## src/rtl/tpu_pkg.sv

```systemverilog
// tpu_pkg: shared widths, FSM states and mode/byte-count constants for the output stage.
package tpu_pkg;
   localparam int ACC_W = 16;
   localparam int NUM_EL = 4;
   localparam int SHIFT_W = 4;
   localparam int BYTES_RAW = 8;
   localparam int BYTES_Q8 = 4;
   localparam logic MODE_RAW = 1'b0;
   localparam logic MODE_Q8 = 1'b1;
   typedef enum logic {IDLE, STREAM} state_t;
endpackage

```

## src/rtl/sat_quant.sv

```systemverilog
// sat_quant: arithmetic right shift of a signed accumulation, saturated to int8.
module sat_quant
   import tpu_pkg::*;
(
   input  logic signed [ACC_W-1:0]   value,
   input  logic        [SHIFT_W-1:0] shift,
   output logic        [7:0]         q8,
   output logic                      sat_flag
);
   logic signed [ACC_W-1:0] sh;
   logic hi, lo;
   assign sh = value >>> shift;
   assign hi = sh > $signed(ACC_W'(127));
   assign lo = sh < $signed(ACC_W'(-128));
   assign q8 = hi ? 8'h7F : lo ? 8'h80 : sh[7:0];
   assign sat_flag = hi | lo;
endmodule

```

## src/rtl/result_serializer.sv

```systemverilog
// result_serializer: captures a 2x2 result frame and streams it one byte per host read,
// either as raw 16-bit little-endian pairs or as saturated int8 values.
module result_serializer
   import tpu_pkg::*;
(
   input  logic               clk,
   input  logic               rst,
   input  logic               res_valid,
   input  logic [ACC_W-1:0]   c00,
   input  logic [ACC_W-1:0]   c01,
   input  logic [ACC_W-1:0]   c10,
   input  logic [ACC_W-1:0]   c11,
   input  logic               mode,
   input  logic [SHIFT_W-1:0] shift,
   input  logic               rd_en,
   output logic               res_ready,
   output logic [7:0]         data_out,
   output logic               data_valid,
   output logic               last,
   output logic               sat,
   output logic               dropped
);
   state_t state, nxt;
   logic [ACC_W-1:0] el [NUM_EL];
   logic [7:0] q8 [NUM_EL];
   logic [NUM_EL-1:0] flags;
   logic [ACC_W-1:0] cap [NUM_EL];
   logic [7:0] q_r [NUM_EL];
   logic mode_r, sat_r;
   logic [2:0] idx, last_idx;
   assign el[0] = c00;
   assign el[1] = c01;
   assign el[2] = c10;
   assign el[3] = c11;
   for (genvar i = 0; i < NUM_EL; i++) begin : g_q
      sat_quant u_q (.value(el[i]), .shift(shift), .q8(q8[i]), .sat_flag(flags[i]));
   end
   always_ff @(posedge clk)
      state <= rst ? IDLE : nxt;
   always_comb
      nxt = (state == IDLE) ? (res_valid ? STREAM : IDLE) : ((rd_en && last) ? IDLE : STREAM);
   always_comb begin
      res_ready = state == IDLE;
      data_valid = state == STREAM;
      last_idx = (mode_r == MODE_Q8) ? 3'(BYTES_Q8 - 1) : 3'(BYTES_RAW - 1);
      last = data_valid && idx == last_idx;
      data_out = (mode_r == MODE_Q8) ? q_r[idx[1:0]]
               : idx[0] ? cap[idx[2:1]][15:8] : cap[idx[2:1]][7:0];
      sat = sat_r;
   end
   always_ff @(posedge clk) begin
      if (rst) begin
         cap <= '{default: '0};
         q_r <= '{default: '0};
         mode_r <= MODE_RAW;
         sat_r <= 1'b0;
         idx <= '0;
         dropped <= 1'b0;
      end else if (state == IDLE) begin
         if (res_valid) begin
            cap <= el;
            q_r <= q8;
            mode_r <= mode;
            sat_r <= (mode == MODE_Q8) && |flags;
            idx <= '0;
         end
      end else begin
         if (res_valid) dropped <= 1'b1;
         // index returns to 0 on the last byte so an idle block always shows byte 0
         if (rd_en) idx <= last ? 3'd0 : idx + 3'd1;
      end
   end
endmodule

```

## config.mk

```make
export PLATFORM = sky130hd
export DESIGN_NAME = result_serializer
export DESIGN_NICKNAME = d
export VERILOG_FILES = /design/src/rtl/tpu_pkg.sv /design/src/rtl/sat_quant.sv /design/src/rtl/result_serializer.sv
export SDC_FILE = /design/constraint.sdc
export NUM_CORES = 1
export LEC_CHECK = 0
export CORE_AREA = 2 2 173 175
export CTS_CLUSTER_DIAMETER = 120
export DETAILED_ROUTE_END_ITERATION = 12
export DIE_AREA = 0 0 175 177
export GPL_TIMING_DRIVEN = 0
export HOLD_SLACK_MARGIN = 0.1
export PLACE_DENSITY = 0.43
export SETUP_SLACK_MARGIN = 0.2
export SLEW_MARGIN = 20
export SYNTH_ARGS = -nofsm -noshare
export SYNTH_HDL_FRONTEND = slang
export SYNTH_SLANG_ARGS = --single-unit
```

## constraint.sdc

```tcl
create_clock -name clk -period 4.9 [get_ports clk]
set_clock_uncertainty 0.05 [all_clocks]
set_input_delay 1.47 -clock clk [delete_from_list [all_inputs] [get_ports clk]]
set_output_delay 1.47 -clock clk [all_outputs]
set_load 0.01 [all_outputs]
```

# Word level (Yosys, flattened, before mapping)
# Index checks and enable logic that the tools add are counted.
dict set report totals {
  ff_bits 103
  latchBits 0
  mem_bits_rw 0
  rom_bits 0
  inputBits 73
  output_inout_bits 13
  wordCells 69
  n_memories 0
}
dict set report op_classes {
  addsub 1
  multipliers 0
  div_mod_pow 0
  order_cmp 10
  n_eq_ne 2
  shifts 4
  mux 24
  n_bitwise 7
  reduce_logical 8
}
# op n
set op_table {}
lappend op_table {{8-bit two-way mux} 12}
lappend op_table {{16-bit by 8-bit > comparator with 1-bit output (second input constant)} 4}
lappend op_table {{16-bit by 8-bit less-than comparator with 1-bit output (second input constant)} 4}
lappend op_table {{16-bit by 4-bit >>> shifter with 16-bit output} 4}
lappend op_table {{16-bit binary-select mux with 2-bit select} 1}
lappend op_table {{16-bit two-way mux} 2}
lappend op_table {{8-bit binary-select mux with 2-bit select} 1}
lappend op_table {{3-bit two-way mux} 5}
lappend op_table {{3-bit greater-or-equal comparator (second input constant)} 2}
lappend op_table {{2-bit NOT with 3-bit output} 2}
lappend op_table {{2-bit AND reduction} 3}
lappend op_table {{1-bit bitwise OR} 4}
lappend op_table {{4-bit OR reduction} 1}
lappend op_table {{3-bit by 1-bit adder with 3-bit output (second input constant)} 1}
lappend op_table {{3-bit equality test} 1}
lappend op_table {{1-bit logical AND} 3}
lappend op_table {{1-bit two-way mux} 3}
lappend op_table {{2-bit != test (second input constant)} 1}
lappend op_table {{2-bit nonzero test} 1}
lappend op_table {{1-bit NOT} 1}

# Logic depth before layout (Yosys ltp)
dict set report depth {
  ltp_word 6
  ltp_mapped 12
  depth_no_buf 7
}

# Cells and area by module
# From an unflattened synthesis, not the netlist that was laid out.
dict set report hier_totals {
  hier_cells 977
  hier_area_um2 8313.0
}
# module n_inst cells_each area_per_inst_um2 seq_area_each_um2
set modules_own_cells {}
lappend modules_own_cells {result_serializer 1 513 4354.2 2062.0}
lappend modules_own_cells {sat_quant 4 116 989.7 0.0}

# Least setup slack after synthesis
# OpenSTA, ideal clock, no wires.
dict set report synth_timing {
  path_kind {input -> register}
  start {input port shift[1]}
  end {register sat_r, in the netlist sat}
  setup_time_ps 123
  arrival_time_ps 3393
  required_time_ps 4727
  path_slack_ps 1334
  cell_stages 8
  path_buffers 1
  path_cell_list {buf_6 > mux2_4 > a222oi_1 > o21ai_1 > o41ai_4 > and2b_1 > nor4bb_1 > o21ai_1}
}
dict set report synth_via {
  elab_chain_len 5
  elab_cells_between_ends 18
  cone_classes {8 x order compare; 4 x shift; 4 x bitwise; 2 x reduce/logical}
}
# item line
set synth_lines {}
lappend synth_lines {{start, declared} result_serializer.sv:14} ;# input logic [SHIFT_W-1:0] shift,
lappend synth_lines {{16-bit by 4-bit >>> shifter with 16-bit output} sat_quant.sv:12} ;# assign sh = value >>> shift;
lappend synth_lines {{16-bit by 8-bit > comparator with 1-bit output or 16-bit by 8-bit less-than comparator with 1-bit output (tied branches)} {sat_quant.sv:13, sat_quant.sv:14}}
lappend synth_lines {{1-bit bitwise OR} sat_quant.sv:16} ;# assign sat_flag = hi | lo;
lappend synth_lines {{4-bit OR reduction (*)} result_serializer.sv:64} ;# sat_r <= (mode == MODE_Q8) && |flags;
lappend synth_lines {{1-bit logical AND (*)} result_serializer.sv:64}
lappend synth_lines {{end signal, assigned} result_serializer.sv:64}
lappend synth_lines {{end, declared} result_serializer.sv:29} ;# logic mode_r, sat_r;
# Every way passes the cells marked *; elsewhere a longest branch is shown, timed or not.
# A chain may end at the register's enable or synchronous reset.

# Worst setup path after layout
dict set report layout_timing {
  start {register idx[2]}
  end {output port data_out[5]}
}
dict set report layout_via {
  elab_chain_len 6
}
# item line
set layout_lines {}
lappend layout_lines {{start, declared} result_serializer.sv:30} ;# logic [2:0] idx, last_idx;
lappend layout_lines {{start signal, assigned} result_serializer.sv:70} ;# if (rd_en) idx <= last ? 3'd0 : idx + 3'd1;
lappend layout_lines {{2-bit NOT with 3-bit output (not written as such)} result_serializer.sv:48} ;# : idx[0] ? cap[idx[2:1]][15:8] : cap[idx[2:1]][7:0];
lappend layout_lines {{16-bit binary-select mux with 2-bit select} result_serializer.sv:48}
lappend layout_lines {{16-bit two-way mux (not written as such) (2 in series)} result_serializer.sv:48}
lappend layout_lines {{8-bit two-way mux} result_serializer.sv:48}
lappend layout_lines {{8-bit two-way mux} result_serializer.sv:47} ;# data_out = (mode_r == MODE_Q8) ? q_r[idx[1:0]]
lappend layout_lines {{end, declared} result_serializer.sv:17} ;# output logic [7:0] data_out,
# Every way passes these cells. The select of a mux whose other input is x is not followed.

==> impl_metrics.json <==
{
  "status": "finished clean",
  "criticalPathCategory": "flop to primary output",
  "crit_fanout": 10,
  "end_kind": "primary output",
  "drt.antenna.violating_nets": 0,
  "syn2layout_area_growth_pct": 22.5,
  "drt_first_iter_violations": 683,
  "synth_top_cell_area_share_pct": 28.5,
  "die_height_um": 177,
  "fp.coreArea_sq_mm": 0.0292,
  "grt_setup_unrepaired": "yes",
  "drive_above_1_share_pct": 14.4,
  "synth_top_area_cell": "sky130_fd_sc_hd__dfxtp_1",
  "slew_violations": 0,
  "die_area_sq_mm": 0.0310,
  "grt-ovfl-total": 0,
  "maximum_number_of_pins_on_one_net_before_global_route_repair": 19,
  "numClockSinks": 103,
  "route.final.wire_length_mm": 33.2,
  "totalPowerFinal_mw": 2.42,
  "groute.usage.overall_pct": 21.5,
  "synthesis.nets": 912,
  "vias_per_cell": 5.45,
  "cell_area_after_technology_mapping_sq_mm": 0.00722,
  "dieWidth_um": 175,
  "total_number_of_yosys_warnings": 0,
  "postSynth.asyncResetShare_pct": 0,
  "floorplan.initialDensity_pct": 24.7,
  "hold_class": "flop to flop",
  "clock_insertion_delay_worst_skew_ps": 360,
  "max-cap-violations": 0,
  "hold_ws_ps": 404,
  "grt_first_pass_wirelength_mm": 48.4,
  "h_tree_depth_reported_by_cts": 3,
  "antenna_found_initial": 0,
  "netlist_instances": 838,
  "max-clock-path-buffers": 2,
  "edff_count_synth": 0,
  "ys_seq_area_share_pct": 28.5,
  "detail_route.drc_violations": 0,
  "dpl.hpwl_mm": 26.0,
  "finalCriticalPeriod_ps": 4610,
  "postLayoutCoreUtil_pct": 30.3,
  "boundaryPins": 86,
  "syn_avg_cell_area_sq_um": 8.62,
  "vdd_ir_drop_max_mv": 0.228,
  "max_freq_ghz": 0.217,
  "fin_nets": 1001,
  "grt_pass1_vias": 6910,
  "synth.distinct_cells": 61,
  "actual_transition_at_the_worst_max_transition_pin_ps": 835,
  "clk_transition_reported_paths_ps": 80,
  "power_per_cell_area_mw_per_mm2": 274,
  "wl_per_cell_um": 25.1,
  "cts_tree": "done",
  "relSlewSlack_pct": 44.4,
  "drt_pass1_iterations": 6,
  "setup-violations-final": 0,
  "worst_ep_required_time_ps": 3380,
  "hold_violations": 0,
  "synth_flop_cell": "sky130_fd_sc_hd__dfxtp_1",
  "yosys_register_bits": 103,
  "port_buffers": 78,
  "power_leakage_nw": 3.06,
  "synth_top_cells_by_area": "sky130_fd_sc_hd__dfxtp_1, sky130_fd_sc_hd__mux4_2, sky130_fd_sc_hd__nand2_1",
  "routed-via-count": 7208,
  "layout_worst_path_cycle_share_pct": 94.1,
  "rd_place_congestion": 0.924,
  "floorplan.rows": 63,
  "timing.critical_path.arrival_ps": 3090,
  "setup_tns_ps": 0,
  "antenna-diode-count": 0,
  "critical_path.startpoint_type": "flop",
  "tritoncts.num_buffers": 9,
  "clockRootBuffer": "sky130_fd_sc_hd__clkbuf_16"
}
## through the flow
step           setup slack (ps)  area [sq um]  instances
6_report                    291          8850       1322
5_1_grt                     199          8850       1322
4_1_cts                     255          8840       1322
3_5_place_dp              -38.7          8490       1306
3_3_place_gp              -45.1          8490       1306
2_1_floorplan              1330          7220        838
## power by group
group | switching [mW] | leakage (nW) | internal [mW]
Combinational | 0.400 | 2.05 | 0.270
Sequential | 0.0299 | 0.847 | 0.890
Clock | 0.362 | 0.168 | 0.472
Total | 0.792 | 3.06 | 1.63
## cells by family after synthesis
kind of cell | count (synthesis) | synth area share [%]
AO/OA/AOI/OAI | 211 | 18.3
XOR/XNOR | 1 | 0.121
adder cells (fa/ha/maj) | 1 | 0.173
buffers and inverters | 87 | 5.30
flip-flops | 103 | 28.5
multiplexers | 136 | 30.3
AND/OR/NAND/NOR | 299 | 17.2
## cells in the final DEF, fill, tap and decap left out, types with 5 or more instances in the layout
master / synthesis / routed
sky130_fd_sc_hd__nand2_1: 191 / 191
sky130_fd_sc_hd__dfxtp_1: 103 / 103
sky130_fd_sc_hd__a21oi_1: 101 / 101
sky130_fd_sc_hd__clkdlybuf4s50_1: 0 / 78
sky130_fd_sc_hd__mux4_2: 63 / 63
sky130_fd_sc_hd__nor2_1: 60 / 60
sky130_fd_sc_hd__clkbuf_1: 49 / 47
sky130_fd_sc_hd__mux2i_1: 44 / 43
sky130_fd_sc_hd__a211oi_1: 26 / 26
sky130_fd_sc_hd__mux2_2: 22 / 22
sky130_fd_sc_hd__o21ai_0: 18 / 18
sky130_fd_sc_hd__buf_2: 15 / 15
sky130_fd_sc_hd__o211ai_1: 13 / 13
sky130_fd_sc_hd__nor2b_1: 11 / 11
sky130_fd_sc_hd__clkbuf_16: 0 / 9
sky130_fd_sc_hd__o21ai_1: 8 / 8
sky130_fd_sc_hd__nor3_1: 8 / 8
sky130_fd_sc_hd__inv_1: 7 / 7
sky130_fd_sc_hd__o22ai_1: 7 / 7
sky130_fd_sc_hd__mux2_1: 6 / 6
sky130_fd_sc_hd__nor4_1: 6 / 6
sky130_fd_sc_hd__buf_1: 7 / 5
## final cells by class
type,count,area (sq um)
Clock inverter,6,101
Buffer,77,359
Inverter,10,37.5
Timing Repair Buffer,78,781
Clock buffer,10,239
Sequential cell,103,2060
Tap cell,390,488
Fill cell,3106,20400
Multi-Input combinational cell,648,4780
## sequential cells by signal, summed over array words and instances (netlist names)
| register | flops |
|---|---|
| cap | 64 |
| q_r | 32 |
| idx | 3 |
| data_valid | 1 |
| dropped | 1 |
| mode_r | 1 |
| sat | 1 |
## final timing paths
kind              startpoint          end  slack, ps  depth (start not counted)
setup / recovery      idx[2]  data_out[5]        290                          6
hold reg to reg      cap[30]      cap[30]        400                          2
setup reg to reg  data_valid      cap[44]       2590                          6
hold / removal       cap[30]      cap[30]        400                          2
## synthesized netlist by cell type (all sizes together), types with 3 or more instances
cell    number
nand2      191
dfxtp      103
a21oi      101
mux4        63
nor2        60
clkbuf      49
mux2i       44
mux2        29
buf         28
a211oi      26
o21ai       26
o211ai      13
nor2b       11
inv         10
nor3         9
o22ai        7
nor4         6
a222oi       4
nand3        4
o311ai       4
a21o         3
a22oi        3
a311oi       3
and2         3
and3         3
nand4        3
## routing by layer
layer	part of all wire, %	track usage [%]
met1	45	30.1
met2	44	32.6
met3	7.6	4.98
met4	2.9	6.63
met5	0	0
## critical path, cell delays in order (launching register included)
cell and delay, ps:
sky130_fd_sc_hd__dfxtp_1 320, sky130_fd_sc_hd__clkbuf_2 350, sky130_fd_sc_hd__buf_1 600, sky130_fd_sc_hd__mux4_2 430, sky130_fd_sc_hd__mux2i_1 320, sky130_fd_sc_hd__o21ai_0 160
sky130_fd_sc_hd__clkdlybuf4s50_1 520
## timing repair
item                                    in CTS  in global routing
endpoints found under the setup margin       8                  3
resized for setup                            8                  3
cloned                                       0                  0
setup buffers                                0                  0
hold buffers                                 0                  0
(Power assumes the default switching activity.)
